### src/rtl/nand_2_9.sv
// Bitwise 2-input NAND over WIDTH-bit operands, with a combinational result and a registered copy.
// Optional transaction/zero-result counters are enabled by defining NAND_2_9_STATS_EN.
module nand_2_9 #(
    parameter int unsigned WIDTH = 4
) (
    input  logic             clk,
    input  logic             rst_n,
    input  logic [WIDTH-1:0] in_data1,
    input  logic [WIDTH-1:0] in_data2,
    input  logic             in_valid,
    output logic [WIDTH-1:0] out_data,
    output logic             out_zero,
    output logic [WIDTH-1:0] out_data_r,
    output logic             out_valid
`ifdef NAND_2_9_STATS_EN
    ,
    output logic [15:0]      txn_count,
    output logic [15:0]      zero_count
`endif
);

    logic [WIDTH-1:0] w_nand;
    logic             w_zero;
    logic [WIDTH-1:0] r_data;
    logic             r_valid;

    always_comb begin
        w_nand = ~(in_data1 & in_data2);
        w_zero = ~|w_nand;
    end

    assign out_data   = w_nand;
    assign out_zero   = w_zero;
    assign out_data_r = r_data;
    assign out_valid  = r_valid;

    // Reset value is the NAND of all-zero operands.
    always_ff @(posedge clk or negedge rst_n) begin
        if (!rst_n) begin
            r_data  <= {WIDTH{1'b1}};
            r_valid <= 1'b0;
        end else begin
            r_valid <= in_valid;
            if (in_valid) begin
                r_data <= w_nand;
            end
        end
    end

`ifdef NAND_2_9_STATS_EN
    logic [15:0] r_txn_count;
    logic [15:0] r_zero_count;

    // Both counters saturate rather than wrap.
    always_ff @(posedge clk or negedge rst_n) begin
        if (!rst_n) begin
            r_txn_count  <= 16'd0;
            r_zero_count <= 16'd0;
        end else if (in_valid) begin
            if (r_txn_count != 16'hFFFF) begin
                r_txn_count <= r_txn_count + 16'd1;
            end
            if (w_zero && (r_zero_count != 16'hFFFF)) begin
                r_zero_count <= r_zero_count + 16'd1;
            end
        end
    end

    assign txn_count  = r_txn_count;
    assign zero_count = r_zero_count;
`endif

endmodule

### config.mk
export PLATFORM = sky130hd
export DESIGN_NAME = nand_2_9
export DESIGN_NICKNAME = d
export VERILOG_FILES = /design/src/rtl/nand_2_9.sv
export SDC_FILE = /design/constraint.sdc
export NUM_CORES = 1
export LEC_CHECK = 0
export ABC_AREA = 1
export CAP_MARGIN = 20
export CELL_PAD_IN_SITES_DETAIL_PLACEMENT = 1
export CELL_PAD_IN_SITES_GLOBAL_PLACEMENT = 2
export CORE_MARGIN = 4
export CORE_UTILIZATION = 12
export CTS_BUF_LIST = sky130_fd_sc_hd__clkbuf_4 sky130_fd_sc_hd__clkbuf_8
export DETAILED_ROUTE_END_ITERATION = 8
export HOLD_SLACK_MARGIN = 0.05
export PLACE_DENSITY_LB_ADDON = 0.1
export SYNTH_ARGS = -nofsm -noshare
export SYNTH_HDL_FRONTEND = slang
export SYNTH_SLANG_ARGS = --single-unit
### constraint.sdc
create_clock -name clk -period 0.8 [get_ports clk]
set_clock_uncertainty 0.2 [all_clocks]
set_input_delay 0.16 -clock clk [delete_from_list [all_inputs] [get_ports clk]]
set_output_delay 0.16 -clock clk [all_outputs]
set_load 0.02 [all_outputs]
# Yosys cells after proc, flatten, opt, wreduce, memory -nomap -nowiden
# Index checks and enable logic that the tools add are counted.
[op_classes] bitwise=2 n_reduce_logical=2
[op_table] cell="$and 4x4->4" n=1
[op_table] cell="$not 4->4" n=1
[op_table] cell="$reduce_or 4->1" n=1
[op_table] cell="$logic_not 1->1" n=1
[word_totals] ff_bits=5 output_inout_bits=10 elab_cells=6

# Logic depth before layout (Yosys ltp)
[depth] depth_word=4 mapped_depth=4 ltp_nobuf=4

# Worst setup path before layout
# OpenSTA, ideal clock, no wires.
[synth_path] kind="input to output" start="in in_data1[0]" end="out out_zero" arrival_time_ps=751 required_ps=440 path_slack_ps=-311 stages=4 n_path_buf=0 cell_sequence="nand2_1 > inv_1 > nand2_1 > nor2_1"
[synth_between] elab_chain_cells=4
[synth_rtl] item="start: declaration" line="8" source="input logic [WIDTH-1:0] in_data1,"
[synth_rtl] item="$and 4x4->4" line="28" source="w_nand = ~(in_data1 & in_data2);"
[synth_rtl] item="$not 4->4" line="28"
[synth_rtl] item="$reduce_or 4->1" line="29" source="w_zero = ~|w_nand;"
[synth_rtl] item="$logic_not 1->1" line="29"
[synth_rtl] item="end: declaration" line="12" source="output logic out_zero,"
# No other way between the ends.

# Worst setup path after layout
[layout_path] start="reg r_data[0] (netlist: out_data_r[0])" end="out out_data_r[0]"
[layout_lines] item="start: declaration" line="24" source="logic [WIDTH-1:0] r_data;"
[layout_lines] item="start signal: assignment" line="40" source="r_data <= {WIDTH{1'b1}};"
[layout_lines] item="start signal: assignment" line="45" source="r_data <= w_nand;"
[layout_lines] item="end: declaration" line="13" source="output logic [WIDTH-1:0] out_data_r,"
# No word-level cell between the ends.

==> impl_metrics.toml <==
[outcome]
result_of_the_run = "finished, violations left"
violations_in_the_final_reports = "hold timing, setup timing"

[global_route]
globalRoute.busiestLayer = "met4"
grt_pass1_vias = 344
first_pass_grt_wire_length_um = 1550
gr-usage-met2_pct = 12.6
grt_antenna_before_repair = 0
grt_max_degree = 10
grtUsageTotal_pct = 9.00
groute.layer.met1.usage_pct = 9.09
global_route.overflow_total = 0
grt_use_met3_pct = 2.08

[critical_path]
kind_of_end_point_of_the_critical_path = "output port"
worst_case_register_to_register_setup_slack_ns = -0.32
reg2reg_to = "out_data_r[1]$_DFFE_PN1P_"
timing.rr.start = "out_data_r[1]$_DFFE_PN1P_"
critical_path.cell_chain = "buf_6"
crit_required_ns = 0.44
cpLargestDelayFamily = "flip-flops"
crit_arrival_ns = 0.89
cp_startpoint_kind = "register"
critical_path.max_fanout = 2
crit_type = "register to output port"
worst_path_max_delay_cell = "sky130_fd_sc_hd__dfstp_2"
timing.critical_path.from = "out_data_r[0]$_DFFE_PN1P_"
critical-path-max-stage-delay_ns = 0.54
worstRegToRegCells = 4
critical_path_buf_inv_count = 1

[cells_and_area]
final_net_count = 75
layout_cell_share_with_drive_strength_beyond_1_pct = 90.5
antenna-diode-count = 0
layout.cells.most_common = "sky130_fd_sc_hd__buf_6"
synthToLayoutAreaGrowth_pct = 214
leading_cell_types_in_the_layout_fill_and_taps_excluded = "sky130_fd_sc_hd__buf_6 (24), sky130_fd_sc_hd__buf_4 (9)"

[drt]
ant_nets = 0
wirelength_um = 857
via_count = 304
wl_per_cell_um = 9.74
route.detailed.drc = 0
firstDrtPassIters = 2
initialDrtViolationCount = 1
via_per_inst = 3.45

[pwr]
p_leak_uw = 0.000342
pwr_density_cell_mw_per_mm2 = 1360
vdd_ir_drop_max_mv = 0.483

[clock_network]
path_clk_slew_ns = 0.04
tritoncts = "built"
clock_insertion_delay_worst_skew_ns = 0.24
clock_sinks = 5
clk_root_buffer_cell = "sky130_fd_sc_hd__clkbuf_4"
cts.path.max_buffers = 2
cts_made_buffers = 3
cts-htree-levels = 1

[synth]
netlist_instances = 25
yosysTopAreaCell = "sky130_fd_sc_hd__dfstp_2"
synth.cell_area_um2 = 218
postSynthAreaPerCell_um2 = 8.71
post-synth-top-area-fraction_pct = 48.3
ys_types = 7
ys_seq_area_share_pct = 59.8
synth.yosys.warnings = 0
yosys_register_bits = 5
ys_top_cells_by_area = "sky130_fd_sc_hd__dfstp_2 (48%), sky130_fd_sc_hd__dfrtp_1 (11%), sky130_fd_sc_hd__nand2_1 (10%)"
synth.net_count = 36

[floorplan]
die_outline_area_mm2 = 0.00256
floorplan.rows = 15
initial_cell_density_of_the_core_pct = 12.6
core_region_area_mm2 = 0.00173
fp.dieH_um = 50.6
die_width_um = 50.6
pin_count = 21

[timing]
max_slew_violation_count = 0
setup_viol_count_final = 14
rsz0062_at_grt = "yes"
post-route-period-util_pct = 157
maxClockFrequency_ghz = 0.797
final.min_clock_period_ns = 1.25
final.setup.worst_slack_ns = -0.454
fin_worst_hold_slack_ns = -0.0636
maxSlewHeadroom_pct = 73.0
timing_worst_slew_pin_value_ns = 0.404
number_of_hold_violations_in_the_final_report = 1
final.setup.tns_ns = -3.46

[place]
portBuffers = 20
dpl_worst_slack_ns = -1.11
gp_routability_congestion = 0.585
dp.final_hpwl_um = 618

[worst_hold_path]
timing.hold.worst.class = "primary input to async pin"

[job]
drv_cap = 0
power breakdown:
group	total, uW	switching, uW	internal [uW]	leakage, uW
Clock	328	105	222	0.0000184
Combinational	305	123	182	0.000270
Sequential	299	13.7	285	0.0000538
Total	932	242	690	0.000342
cell type report:
cell class                      instances  area (um^2)
Inverter                                4         15.0
Tap cell                               25         31.3
Multi-Input combinational cell         15          120
Fill cell                             209         1040
Timing Repair Buffer                   35          357
Clock buffer                            4         30.0
Sequential cell                         5          130
cell usage after synthesis:
cell type,n
sky130_fd_sc_hd__nand2_1,6
sky130_fd_sc_hd__nor2_1,5
sky130_fd_sc_hd__a21oi_1,4
sky130_fd_sc_hd__dfstp_2,4
sky130_fd_sc_hd__inv_1,4
sky130_fd_sc_hd__buf_6,1
sky130_fd_sc_hd__dfrtp_1,1
metal layers:
metal	part of all wire, %	vias up
li1	-	151
met1	37	128
met2	47	21
met3	8.4	4
met4	7.6	0
met5	0	-
sequential cells by signal, summed over array words and instances (netlist names):
register / cells
out_valid: 1
out_data_r: 4
cell families after synthesis:
| kind of cell | synth area share, % |
|---|---|
| buffers and inverters | 12.1 |
| flip-flops | 59.8 |
| AO/OA/AOI/OAI | 9.20 |
| AND/OR/NAND/NOR | 19.0 |
repair_timing:
action                                 CTS  global route
buffers inserted                         6             2
gates resized for setup                116             4
pin swaps                                6             3
setup endpoints to repair               15            14
endpoints found under the hold margin    1             1
how the worst max path moves through the flow:
stage,depth (start not counted),slack (ns),end
6_report,1,-0.45,out_data_r[0]
3_3_place_gp,6,-1.10,out_zero
5_1_grt,1,-0.49,out_data_r[1]
4_1_cts,1,-0.47,out_data_r[2]
2_1_floorplan,2,-0.19,out_data_r[0]$_DFFE_PN1P_
3_5_place_dp,6,-1.11,out_zero
stage by stage:
step / util (%) / area [um^2] / cells / total power, uW / hold WS [ns]
3_3_place_gp: 29.1 / 503 / 76 / 509 / 0.186
4_1_cts: 37.9 / 654 / 86 / 931 / -0.0677
6_report: 39.6 / 683 / 88 / 932 / -0.0636
2_1_floorplan: - / 230 / 25 / 372 / -0.336
5_1_grt: 39.6 / 683 / 88 / 995 / -0.0554
3_5_place_dp: 29.1 / 503 / 76 / 516 / 0.196
No activity file was read; power rests on OpenSTA's default activity.
